[src/rtl/mem_ctrl_pkg.sv]
// Shared types and helpers for the byte-serial memory controller.
// Covers access sizes, FSM states, requester ids and IO address decode.
package mem_ctrl_pkg;

  localparam logic [1:0] IO_HI_BITS = 2'b11;

  localparam logic [1:0] SZ_B = 2'd0;
  localparam logic [1:0] SZ_H = 2'd1;
  localparam logic [1:0] SZ_W = 2'd2;

  typedef enum logic [1:0] {
    IDLE,
    READ,
    WRITE
  } state_t;

  typedef enum logic {
    REQ_IC,
    REQ_LSB
  } req_t;

  function automatic logic is_io(input logic [31:0] addr);
    return addr[17:16] == IO_HI_BITS;
  endfunction

  // The illegal size encoding 3 is handled as a full word.
  function automatic logic [2:0] size_len(input logic [1:0] size);
    case (size)
      SZ_B:    return 3'd1;
      SZ_H:    return 3'd2;
      SZ_W:    return 3'd4;
      default: return 3'd4;
    endcase
  endfunction

  function automatic logic [7:0] byte_sel(input logic [31:0] word, input logic [1:0] idx);
    logic [31:0] shifted;
    shifted = word >> {idx, 3'b000};
    return shifted[7:0];
  endfunction

endpackage

[src/rtl/mem_ctrl_if.sv]
// Bundles the ICache, LSB and RAM/IO port signals of the memory controller.
// The slave modport is the controller's view; master is the surrounding system.
interface mem_ctrl_if;
  logic        ic_valid;
  logic [31:0] ic_addr;
  logic        ic_ready;
  logic [31:0] ic_data;

  logic        lsb_valid;
  logic        lsb_wr;
  logic [1:0]  lsb_size;
  logic [31:0] lsb_addr;
  logic [31:0] lsb_wdata;
  logic        lsb_ready;
  logic [31:0] lsb_rdata;

  logic [7:0]  mem_din;
  logic [7:0]  mem_dout;
  logic [31:0] mem_a;
  logic        mem_wr;
  logic        io_buffer_full;

  modport slave (
    input  ic_valid, ic_addr, lsb_valid, lsb_wr, lsb_size, lsb_addr, lsb_wdata,
           mem_din, io_buffer_full,
    output ic_ready, ic_data, lsb_ready, lsb_rdata, mem_dout, mem_a, mem_wr
  );

  modport master (
    output ic_valid, ic_addr, lsb_valid, lsb_wr, lsb_size, lsb_addr, lsb_wdata,
           mem_din, io_buffer_full,
    input  ic_ready, ic_data, lsb_ready, lsb_rdata, mem_dout, mem_a, mem_wr
  );
endinterface

[src/rtl/mem_ctrl.sv]
// Arbitrates ICache and LSB onto the byte-wide RAM/IO port and sequences each
// access one byte per cycle, little-endian, with round-robin on simultaneous requests.
module mem_ctrl
  import mem_ctrl_pkg::*;
(
  input  logic       clk,
  input  logic       rst,
  input  logic       rdy,
  mem_ctrl_if.slave  bus
);

  state_t      state;
  req_t        owner;
  req_t        last_grant;
  logic [2:0]  cnt;
  logic [2:0]  len;
  logic [31:0] addr;
  logic [31:0] wdata;
  logic [31:0] rbuf;

  logic [31:0] mem_a_q;
  logic [7:0]  mem_dout_q;
  logic        mem_wr_q;
  logic        ic_ready_q;
  logic        lsb_ready_q;
  logic [31:0] ic_data_q;
  logic [31:0] lsb_rdata_q;

  logic        ic_elig;
  logic        lsb_elig;
  logic        grant_ic;
  logic [31:0] req_addr;
  logic [31:0] cur_addr;
  logic [31:0] rbuf_next;
  logic [2:0]  cap_cnt;
  logic        accept_stall;
  logic        cur_stall;

  // A requester whose ready pulse is showing is still holding valid, so it is
  // excluded for that cycle to avoid serving the same request twice.
  always_comb begin
    ic_elig  = bus.ic_valid && !ic_ready_q;
    lsb_elig = bus.lsb_valid && !lsb_ready_q;
    if (ic_elig && lsb_elig) grant_ic = (last_grant == REQ_LSB);
    else                     grant_ic = ic_elig;
    req_addr     = grant_ic ? bus.ic_addr : bus.lsb_addr;
    cur_addr     = addr + {29'd0, cnt};
    accept_stall = is_io(bus.lsb_addr) && bus.io_buffer_full;
    cur_stall    = is_io(cur_addr) && bus.io_buffer_full;
    cap_cnt      = cnt - 3'd2;
    rbuf_next    = rbuf | ({24'd0, bus.mem_din} << {cap_cnt[1:0], 3'b000});
  end

  // In READ, cnt counts edges since accept: the address for byte cnt goes out
  // while the byte addressed two edges earlier is captured from mem_din.
  always_ff @(posedge clk) begin
    if (rst) begin
      state       <= IDLE;
      owner       <= REQ_IC;
      last_grant  <= REQ_IC;
      cnt         <= 3'd0;
      len         <= 3'd0;
      addr        <= '0;
      wdata       <= '0;
      rbuf        <= '0;
      mem_a_q     <= '0;
      mem_dout_q  <= '0;
      mem_wr_q    <= 1'b0;
      ic_ready_q  <= 1'b0;
      lsb_ready_q <= 1'b0;
      ic_data_q   <= '0;
      lsb_rdata_q <= '0;
    end else if (rdy) begin
      ic_ready_q  <= 1'b0;
      lsb_ready_q <= 1'b0;
      unique case (state)
        IDLE: begin
          if (ic_elig || lsb_elig) begin
            addr    <= req_addr;
            mem_a_q <= req_addr;
            rbuf    <= '0;
            if (ic_elig && lsb_elig) last_grant <= grant_ic ? REQ_IC : REQ_LSB;
            if (grant_ic) begin
              owner <= REQ_IC;
              len   <= 3'd4;
              cnt   <= 3'd1;
              state <= READ;
            end else begin
              owner <= REQ_LSB;
              len   <= size_len(bus.lsb_size);
              wdata <= bus.lsb_wdata;
              if (bus.lsb_wr) begin
                state      <= WRITE;
                mem_dout_q <= bus.lsb_wdata[7:0];
                mem_wr_q   <= !accept_stall;
                cnt        <= accept_stall ? 3'd0 : 3'd1;
              end else begin
                state <= READ;
                cnt   <= 3'd1;
              end
            end
          end
        end

        READ: begin
          cnt     <= cnt + 3'd1;
          mem_a_q <= (cnt < len) ? cur_addr : '0;
          if (cnt >= 3'd2) rbuf <= rbuf_next;
          if (cnt > len) begin
            state <= IDLE;
            if (owner == REQ_IC) begin
              ic_ready_q <= 1'b1;
              ic_data_q  <= rbuf_next;
            end else begin
              lsb_ready_q <= 1'b1;
              lsb_rdata_q <= rbuf_next;
            end
          end
        end

        // A full IO buffer re-presents the same byte with mem_wr low until it drains.
        WRITE: begin
          if (cnt < len) begin
            mem_a_q    <= cur_addr;
            mem_dout_q <= byte_sel(wdata, cnt[1:0]);
            mem_wr_q   <= !cur_stall;
            if (!cur_stall) cnt <= cnt + 3'd1;
          end else begin
            mem_a_q     <= '0;
            mem_wr_q    <= 1'b0;
            lsb_ready_q <= 1'b1;
            state       <= IDLE;
          end
        end

        default: state <= IDLE;
      endcase
    end
  end

  assign bus.ic_ready  = ic_ready_q;
  assign bus.ic_data   = ic_data_q;
  assign bus.lsb_ready = lsb_ready_q;
  assign bus.lsb_rdata = lsb_rdata_q;
  assign bus.mem_a     = mem_a_q;
  assign bus.mem_dout  = mem_dout_q;
  assign bus.mem_wr    = mem_wr_q & rdy;

endmodule

[src/flat_wrapper.sv]
// flat-port wrapper written by rule: the top's interface ports become plain ports
module mem_ctrl_flat import mem_ctrl_pkg::*;
  (clk, rst, rdy, bus_ic_valid, bus_ic_addr, bus_lsb_valid, bus_lsb_wr, bus_lsb_size, bus_lsb_addr, bus_lsb_wdata, bus_mem_din, bus_io_buffer_full, bus_ic_ready, bus_ic_data, bus_lsb_ready, bus_lsb_rdata, bus_mem_dout, bus_mem_a, bus_mem_wr);
  mem_ctrl_if bus_i ();
  input  logic clk;
  input  logic rst;
  input  logic rdy;
  input wire logic [$bits(bus_i.ic_valid)-1:0] bus_ic_valid;
  input wire logic [$bits(bus_i.ic_addr)-1:0] bus_ic_addr;
  input wire logic [$bits(bus_i.lsb_valid)-1:0] bus_lsb_valid;
  input wire logic [$bits(bus_i.lsb_wr)-1:0] bus_lsb_wr;
  input wire logic [$bits(bus_i.lsb_size)-1:0] bus_lsb_size;
  input wire logic [$bits(bus_i.lsb_addr)-1:0] bus_lsb_addr;
  input wire logic [$bits(bus_i.lsb_wdata)-1:0] bus_lsb_wdata;
  input wire logic [$bits(bus_i.mem_din)-1:0] bus_mem_din;
  input wire logic [$bits(bus_i.io_buffer_full)-1:0] bus_io_buffer_full;
  output wire logic [$bits(bus_i.ic_ready)-1:0] bus_ic_ready;
  output wire logic [$bits(bus_i.ic_data)-1:0] bus_ic_data;
  output wire logic [$bits(bus_i.lsb_ready)-1:0] bus_lsb_ready;
  output wire logic [$bits(bus_i.lsb_rdata)-1:0] bus_lsb_rdata;
  output wire logic [$bits(bus_i.mem_dout)-1:0] bus_mem_dout;
  output wire logic [$bits(bus_i.mem_a)-1:0] bus_mem_a;
  output wire logic [$bits(bus_i.mem_wr)-1:0] bus_mem_wr;
  assign bus_i.ic_valid = bus_ic_valid;
  assign bus_i.ic_addr = bus_ic_addr;
  assign bus_i.lsb_valid = bus_lsb_valid;
  assign bus_i.lsb_wr = bus_lsb_wr;
  assign bus_i.lsb_size = bus_lsb_size;
  assign bus_i.lsb_addr = bus_lsb_addr;
  assign bus_i.lsb_wdata = bus_lsb_wdata;
  assign bus_i.mem_din = bus_mem_din;
  assign bus_i.io_buffer_full = bus_io_buffer_full;
  assign bus_ic_ready = bus_i.ic_ready;
  assign bus_ic_data = bus_i.ic_data;
  assign bus_lsb_ready = bus_i.lsb_ready;
  assign bus_lsb_rdata = bus_i.lsb_rdata;
  assign bus_mem_dout = bus_i.mem_dout;
  assign bus_mem_a = bus_i.mem_a;
  assign bus_mem_wr = bus_i.mem_wr;
  mem_ctrl u_core (.clk(clk), .rst(rst), .rdy(rdy), .bus(bus_i));
endmodule
[config.mk]
export PLATFORM = sky130hd
export DESIGN_NAME = mem_ctrl_flat
export DESIGN_NICKNAME = d
export VERILOG_FILES = /design/src/rtl/mem_ctrl_pkg.sv /design/src/rtl/mem_ctrl_if.sv /design/src/rtl/mem_ctrl.sv /design/src/flat_wrapper.sv
export SDC_FILE = /design/constraint.sdc
export NUM_CORES = 1
export LEC_CHECK = 0
export BUFFER_PORTS_ARGS = -buffer_cell sky130_fd_sc_hd__buf_2
export CORE_MARGIN = 5
export CORE_UTILIZATION = 55
export DETAILED_ROUTE_END_ITERATION = 10
export GPL_TIMING_DRIVEN = 0
export PLACE_DENSITY = 0.91
export SLEW_MARGIN = 20
export SYNTH_ARGS = -nofsm -noshare
export SYNTH_HDL_FRONTEND = slang
export SYNTH_SLANG_ARGS = --single-unit
[constraint.sdc]
create_clock -name clk -period 4.4 [get_ports clk]
set_clock_uncertainty 0.2 [all_clocks]
set_input_delay 0.66 -clock clk [delete_from_list [all_inputs] [get_ports clk]]
set_output_delay 0.66 -clock clk [all_outputs]
set_load 0.1 [all_outputs]
# == Word-level counts from Yosys, hierarchy flattened ==
# Index checks and enable logic that the tools add are counted.
# totals
out_inout_bits,107
elab_cells,109
ff_bits,213
input_bits,113
# op_classes
eq_ne,13
addsub,3
shifts,2
n_bitwise,4
muxes,41
reduce_logical,28
magnitude_cmp,3
# ops
cell,n
two-way mux 32 bit,5
one-hot mux 32 bit (2 select lines),2
adder 32 x 3 -> 32 bit,1
two-way mux 8 bit,4
bitwise OR 32 bit,1
<< shifter 8 x 5 -> 32 bit,1
>> shifter 32 x 5 -> 8 bit,1
AND reduction 4 bit,6
two-way mux 3 bit,6
one-hot mux 8 bit (2 select lines),1
two-way mux 1 bit,13
two-way mux 2 bit,5
AND reduction 5 bit,2
one-hot mux 3 bit (3 select lines),1
"!= test 2 x 1 -> 1 bit, second input constant",4
"!= test 2 bit, second input constant",4
"equality test 2 bit, second input constant",3
one-hot mux 2 bit (3 select lines),1
one-hot mux 3 bit (2 select lines),1
AND reduction 3 bit,2
AND reduction 6 bit,1
nonzero test 2 bit,3
logical AND 1 bit,5
"equality test 2 x 1 -> 1 bit, second input constant",2
13 further kinds,19

# == Depth between registers and ports, before layout ==
# logic_depth
depth_word,7
ltp_mapped,12
ltp_nobuf,8

# == Least setup slack after synthesis ==
# No wires, ideal clock.
# synth_timing
kind,register -> register
startpoint,register u_core.cnt[0]
endpoint,"register u_core.ic_data_q[10], in the netlist u_core.bus.ic_data[10]"
t_required_ps,4114
path_slack_ps,1607
period_less_slack_ps,2793
path_buffers,4
arrival_time_ps,2508
setup_ps,86
path_stages_with_launch,13
cell_sequence,dfxtp_1 > clkbuf_1 > buf_2 > inv_1 > ha_1 > nor2b_1 > o21ai_0 > a32oi_1 > and4b_1 > buf_2 > buf_2 > nor2_1 > a211oi_1
# synth_via
elab_chain_cells,3
elab_cells_between_ends,5
classes_between,add/sub: 1; order compare: 1; shift: 1; bitwise: 1; reduce/logical: 1
# synth_rtl
item,line_no,source
start: declaration,mem_ctrl.sv:15,logic [2:0] cnt;
start signal: assignment,mem_ctrl.sv:96,cnt <= accept_stall ? 3'd0 : 3'd1;
start signal: assignment,mem_ctrl.sv:106,cnt <= cnt + 3'd1;
start signal: assignment,mem_ctrl.sv:127,if (!cur_stall) cnt <= cnt + 3'd1;
subtractor 2 bit,mem_ctrl.sv:50,cap_cnt = cnt - 3'd2;
<< shifter 8 x 5 -> 32 bit,mem_ctrl.sv:51,"rbuf_next = rbuf | ({24'd0, bus.mem_din} << {cap_cnt[1:0], 3'b000});"
bitwise OR 32 bit,mem_ctrl.sv:51,
end signal: assignment,mem_ctrl.sv:113,ic_data_q <= rbuf_next;
end: declaration,mem_ctrl.sv:26,logic [31:0] ic_data_q;
# Several ways; a longest one is shown, not always the timed one.
# A chain may end at the register's enable or synchronous reset.

# == Final worst setup path ==
# layout_timing
startpoint,register u_core.cnt[0]
endpoint,"register u_core.ic_data_q[30], in the netlist u_core.bus.ic_data[30]"
# Same word-level chain as after synthesis.

==> load_flow_metrics.sql <==
INSERT INTO impl_metrics (metric_group, metric, value, unit) VALUES
('setup_path', 'reg2reg_slack', '0.62', 'ns'),
('floorplan', 'die_h', '141', 'µm'),
('setup_path', 'crit_path_start_kind', 'register', ''),
('clock_network', 'clock_latency', '0.50', 'ns'),
('clock_network', 'cts_hold_buffers_added', '0', ''),
('setup_path', 'worst_setup_end_kind', 'register', ''),
('clock_network', 'post_cts_buffers', '0', ''),
('grt', 'first_pass_grt_wire_length', '45300', 'µm'),
('timing', 'relSlewSlack', '34.9', '%'),
('routing', 'drc', '0', ''),
('power', 'power.switching', '1.70', 'mW'),
('worst_hold_path', 'min_delay_path_depth', '3', ''),
('finish', 'fill_count', '1304', ''),
('setup_path', 'cp_data_required_time', '4.54', 'ns'),
('floorplan', 'core.rowCount', '47', ''),
('routing', 'detail_route.iter0.violations', '914', ''),
('setup_path', 'timing.critical_path.buf_inv', '5', ''),
('logic_synthesis', 'ys_seq_elements', '213', ''),
('setup_path', 'register_to_register_path_depth', '11', ''),
('clock_network', 'cts_repair_resize_count', '0', ''),
('clock_network', 'clk_path_buf_depth', '3', ''),
('place', 'dp_worst_setup_slack', '0.708', 'ns'),
('logic_synthesis', 'post_synth_num_cell_types', '58', ''),
('finish', 'finalCoreUtilization', '68.3', '%'),
('logic_synthesis', 'postSynthNetCount', '1207', ''),
('grt', 'maximum_number_of_pins_on_one_net_before_global_route_repair', '15', ''),
('setup_path', 'crit-reg2reg-launch', 'u_core.cnt[0]$_SDFFE_PP0P_', ''),
('floorplan', 'die_area', '19800', 'µm²'),
('logic_synthesis', 'dominantRegCellSynth', 'dfxtp_1', ''),
('floorplan', 'chipWidth', '141', 'µm'),
('clock_network', 'path_clk_slew', '0.07', 'ns'),
('finish', 'cell_count_final_fillers_out', '1550', ''),
('place', 'place.port_buffers', '210', ''),
('setup_path', 'worstPathCellList', 'clkbuf_1 -> buf_2 -> inv_1 -> ha_1 -> nor2b_1 -> o21ai_0 -> a32oi_1 -> and4b_1 -> buf_2 -> buf_1 -> a211oi_1', ''),
('setup_path', 'critPathMaxFanout', '10', ''),
('logic_synthesis', 'synthesis.instances', '1081', ''),
('setup_path', 'cpMaxStageDelayCell', 'buf_1', ''),
('floorplan', 'io-pin-count', '220', ''),
('timing', 'worst-slew-pin-transition', '0.969', 'ns'),
('timing', 'final-max-slew-violation-count', '0', ''),
('power', 'seqPwrFrac', '42.6', '%'),
('logic_synthesis', 'async_s_r_ff_share_synth', '0', '%'),
('power', 'swShare', '33.9', '%'),
('worst_hold_path', 'worstHoldEndpoint', 'u_core.wdata[25]$_SDFFE_PP0P_', ''),
('routing', 'post_detailed_route_count_of_antenna_violating_nets', '0', ''),
('logic_synthesis', 'post_synth_and_or_nand_nor_area_fraction', '17.1', '%'),
('run_status', 'run_status', 'complete, no violations', ''),
('floorplan', 'initial_core_util', '56.4', '%'),
('grt', 'globalRouteTotalUtil', '27.5', '%'),
('logic_synthesis', 'synth_compound_gate_area_share', '22.6', '%'),
('logic_synthesis', 'yosys_warnings', '0', ''),
('logic_synthesis', 'yosys.area_share.adder', '1.81', '%'),
('place', 'place_hpwl', '20600', 'µm'),
('setup_path', 'critical_path_arrival', '3.92', 'ns'),
('timing', 'final_worst_path_period_need', '3.78', 'ns'),
('logic_synthesis', 'post_synth_instance_area', '9380', 'µm²'),
('routing', 'detail_route.wirelength', '28700', 'µm'),
('power', 'vdd_drop_max', '0.280', 'mV'),
('place', 'gp_congestion', '0.931', ''),
('worst_hold_path', 'hold_path.startpoint', 'bus_lsb_wdata[25]', ''),
('timing', 'rsz0062_at_grt', 'no', ''),
('clock_network', 'cts_inserted_buffers', '21', ''),
('routing', 'detail_route.vias_per_cell', '6.00', ''),
('grt', 'global_route.overflow_total', '0', ''),
('power', 'p_leak', '4.44', 'nW'),
('grt', 'number_of_antenna_violations_at_the_first_check_in_global_routing', '2', ''),
('timing', 'finalHoldViolations', '0', ''),
('floorplan', 'floorplan.core_area', '16600', 'µm²'),
('power', 'internal_power_contribution', '3.32', 'mW'),
('routing', 'firstDrtPassIters', '6', ''),
('clock_network', 'cts_tree', 'yes', '');
==> layout make-up <==
cell class                      instances  area (µm²)  share of cell area [%]
Antenna cell                            2        5.00                  0.0440
Timing Repair Buffer                  210        1050                    9.25
Inverter                                9        33.8                   0.297
Buffer                                 92         359                    3.16
Tap cell                              220         275                    2.42
Clock inverter                          7        63.8                   0.561
Sequential cell                       213        4260                    37.5
Multi-Input combinational cell        767        4730                    41.6
Clock buffer                           30         589                    5.18
==> routing by layer <==
layer / routed length, µm / share of wire (%) / track usage (%) / vias to the layer above
li1: - / - / - / 4347
met1: 11500 / 40 / 35.1 / 4342
met2: 13600 / 47 / 45.7 / 516
met3: 2400 / 8.3 / 4.54 / 95
met4: 1230 / 4.3 / 12.9 / 0
met5: 0 / 0 / 0 / -
==> worst max path at each step <==
stage / from / endpoint / slack, ns
after detailed placement: u_core.cnt[0]$_SDFFE_PP0P_ / u_core.bus.ic_data[23]$_SDFFE_PP0P_ / 0.71
after global routing: u_core.cnt[0]$_SDFFE_PP0P_ / u_core.bus.ic_data[30]$_SDFFE_PP0P_ / 0.31
after global placement: u_core.cnt[0]$_SDFFE_PP0P_ / u_core.bus.ic_data[26]$_SDFFE_PP0P_ / 0.81
after CTS: u_core.cnt[0]$_SDFFE_PP0P_ / u_core.bus.ic_data[30]$_SDFFE_PP0P_ / 0.68
after floorplan: u_core.cnt[0]$_SDFFE_PP0P_ / u_core.bus.ic_data[10]$_SDFFE_PP0P_ / 1.61
final: u_core.cnt[0]$_SDFFE_PP0P_ / u_core.bus.ic_data[30]$_SDFFE_PP0P_ / 0.62
==> cells in the final DEF, fill, tap and decap left out, types with 10 or more instances in the layout <==
cell and instances:
a211oi_1 106, a21oi_1 95, a22oi_1 32, and3_1 10
buf_1 17, buf_2 221, clkbuf_1 70, clkbuf_16 21
dfxtp_1 213, ha_1 12, mux2i_1 41, nand2_1 89
nand3_1 17, nor2_1 178, nor3_1 13, o21ai_0 55
o221ai_1 13, xnor2_1 26
==> kinds of logic (layout without fill, tap and decap cells) <==
family | Yosys count | count (layout)
other | 0 | 2
AOI/OAI and AO/OA | 325 | 325
buffers and inverters | 101 | 348
xor gates and xnor gates | 27 | 27
and+or+nand+nor | 353 | 353
adders and majority gates | 13 | 13
DFF | 213 | 213
muxes | 49 | 49
==> metrics by stage <==
stage	area, µm²	hold WS [ns]
2_1_floorplan	9380	0.232
3_3_place_gp	10700	0.238
3_5_place_dp	10700	0.248
4_1_cts	11400	0.185
5_1_grt	11400	0.187
6_report	11400	0.194
==> worst reg2reg max path, stage by stage (launching register included) <==
cell and delay, ns:
dfxtp_1 0.38, clkbuf_1 0.42, buf_2 0.37, inv_1 0.14
ha_1 0.22, nor2b_1 0.14, o21ai_0 0.21, a32oi_1 0.37
and4b_1 0.28, buf_2 0.28, buf_1 0.46, a211oi_1 0.15
==> registers in the layout, indices dropped and copies added (netlist names) <==
register / flops
u_core.addr: 32
u_core.bus.ic_data: 32
u_core.bus.lsb_rdata: 32
u_core.bus.mem_a: 32
u_core.rbuf: 32
u_core.wdata: 32
u_core.bus.mem_dout: 8
u_core.cnt: 3
u_core.len: 3
u_core.state: 2
u_core.bus.ic_ready: 1
u_core.bus.lsb_ready: 1
u_core.last_grant: 1
u_core.mem_wr_q: 1
u_core.owner: 1
==> power groups by stage <==
stage               registers (mW)  clock network, mW  logic (mW)
finish                        2.14               1.73        1.15
global route                  2.15               1.82        1.21
CTS                           2.14               1.73        1.14
detailed placement            2.18                  0        1.13
global placement              2.17                  0        1.10
floorplan                     2.58                  0       0.450
==> cells in the mapped netlist, types with 7 or more instances <==
| cell type | instances | area, µm² |
|---|---|---|
| a211oi_1 | 106 | 796 |
| a21oi_1 | 95 | 475 |
| a22oi_1 | 32 | 240 |
| and3_1 | 10 | 62.6 |
| buf_1 | 17 | 63.8 |
| buf_2 | 11 | 55.1 |
| clkbuf_1 | 64 | 240 |
| dfxtp_1 | 213 | 4260 |
| ha_1 | 12 | 150 |
| inv_1 | 9 | 33.8 |
| mux2i_1 | 41 | 410 |
| mux4_2 | 8 | 180 |
| nand2_1 | 89 | 334 |
| nand3_1 | 17 | 85.1 |
| nand4_1 | 9 | 56.3 |
| nor2_1 | 178 | 668 |
| nor2b_1 | 7 | 43.8 |
| nor3_1 | 13 | 65.1 |
| o21ai_0 | 55 | 275 |
| o221ai_1 | 13 | 114 |
| xnor2_1 | 26 | 228 |
No activity file was read; power rests on OpenSTA's default activity.
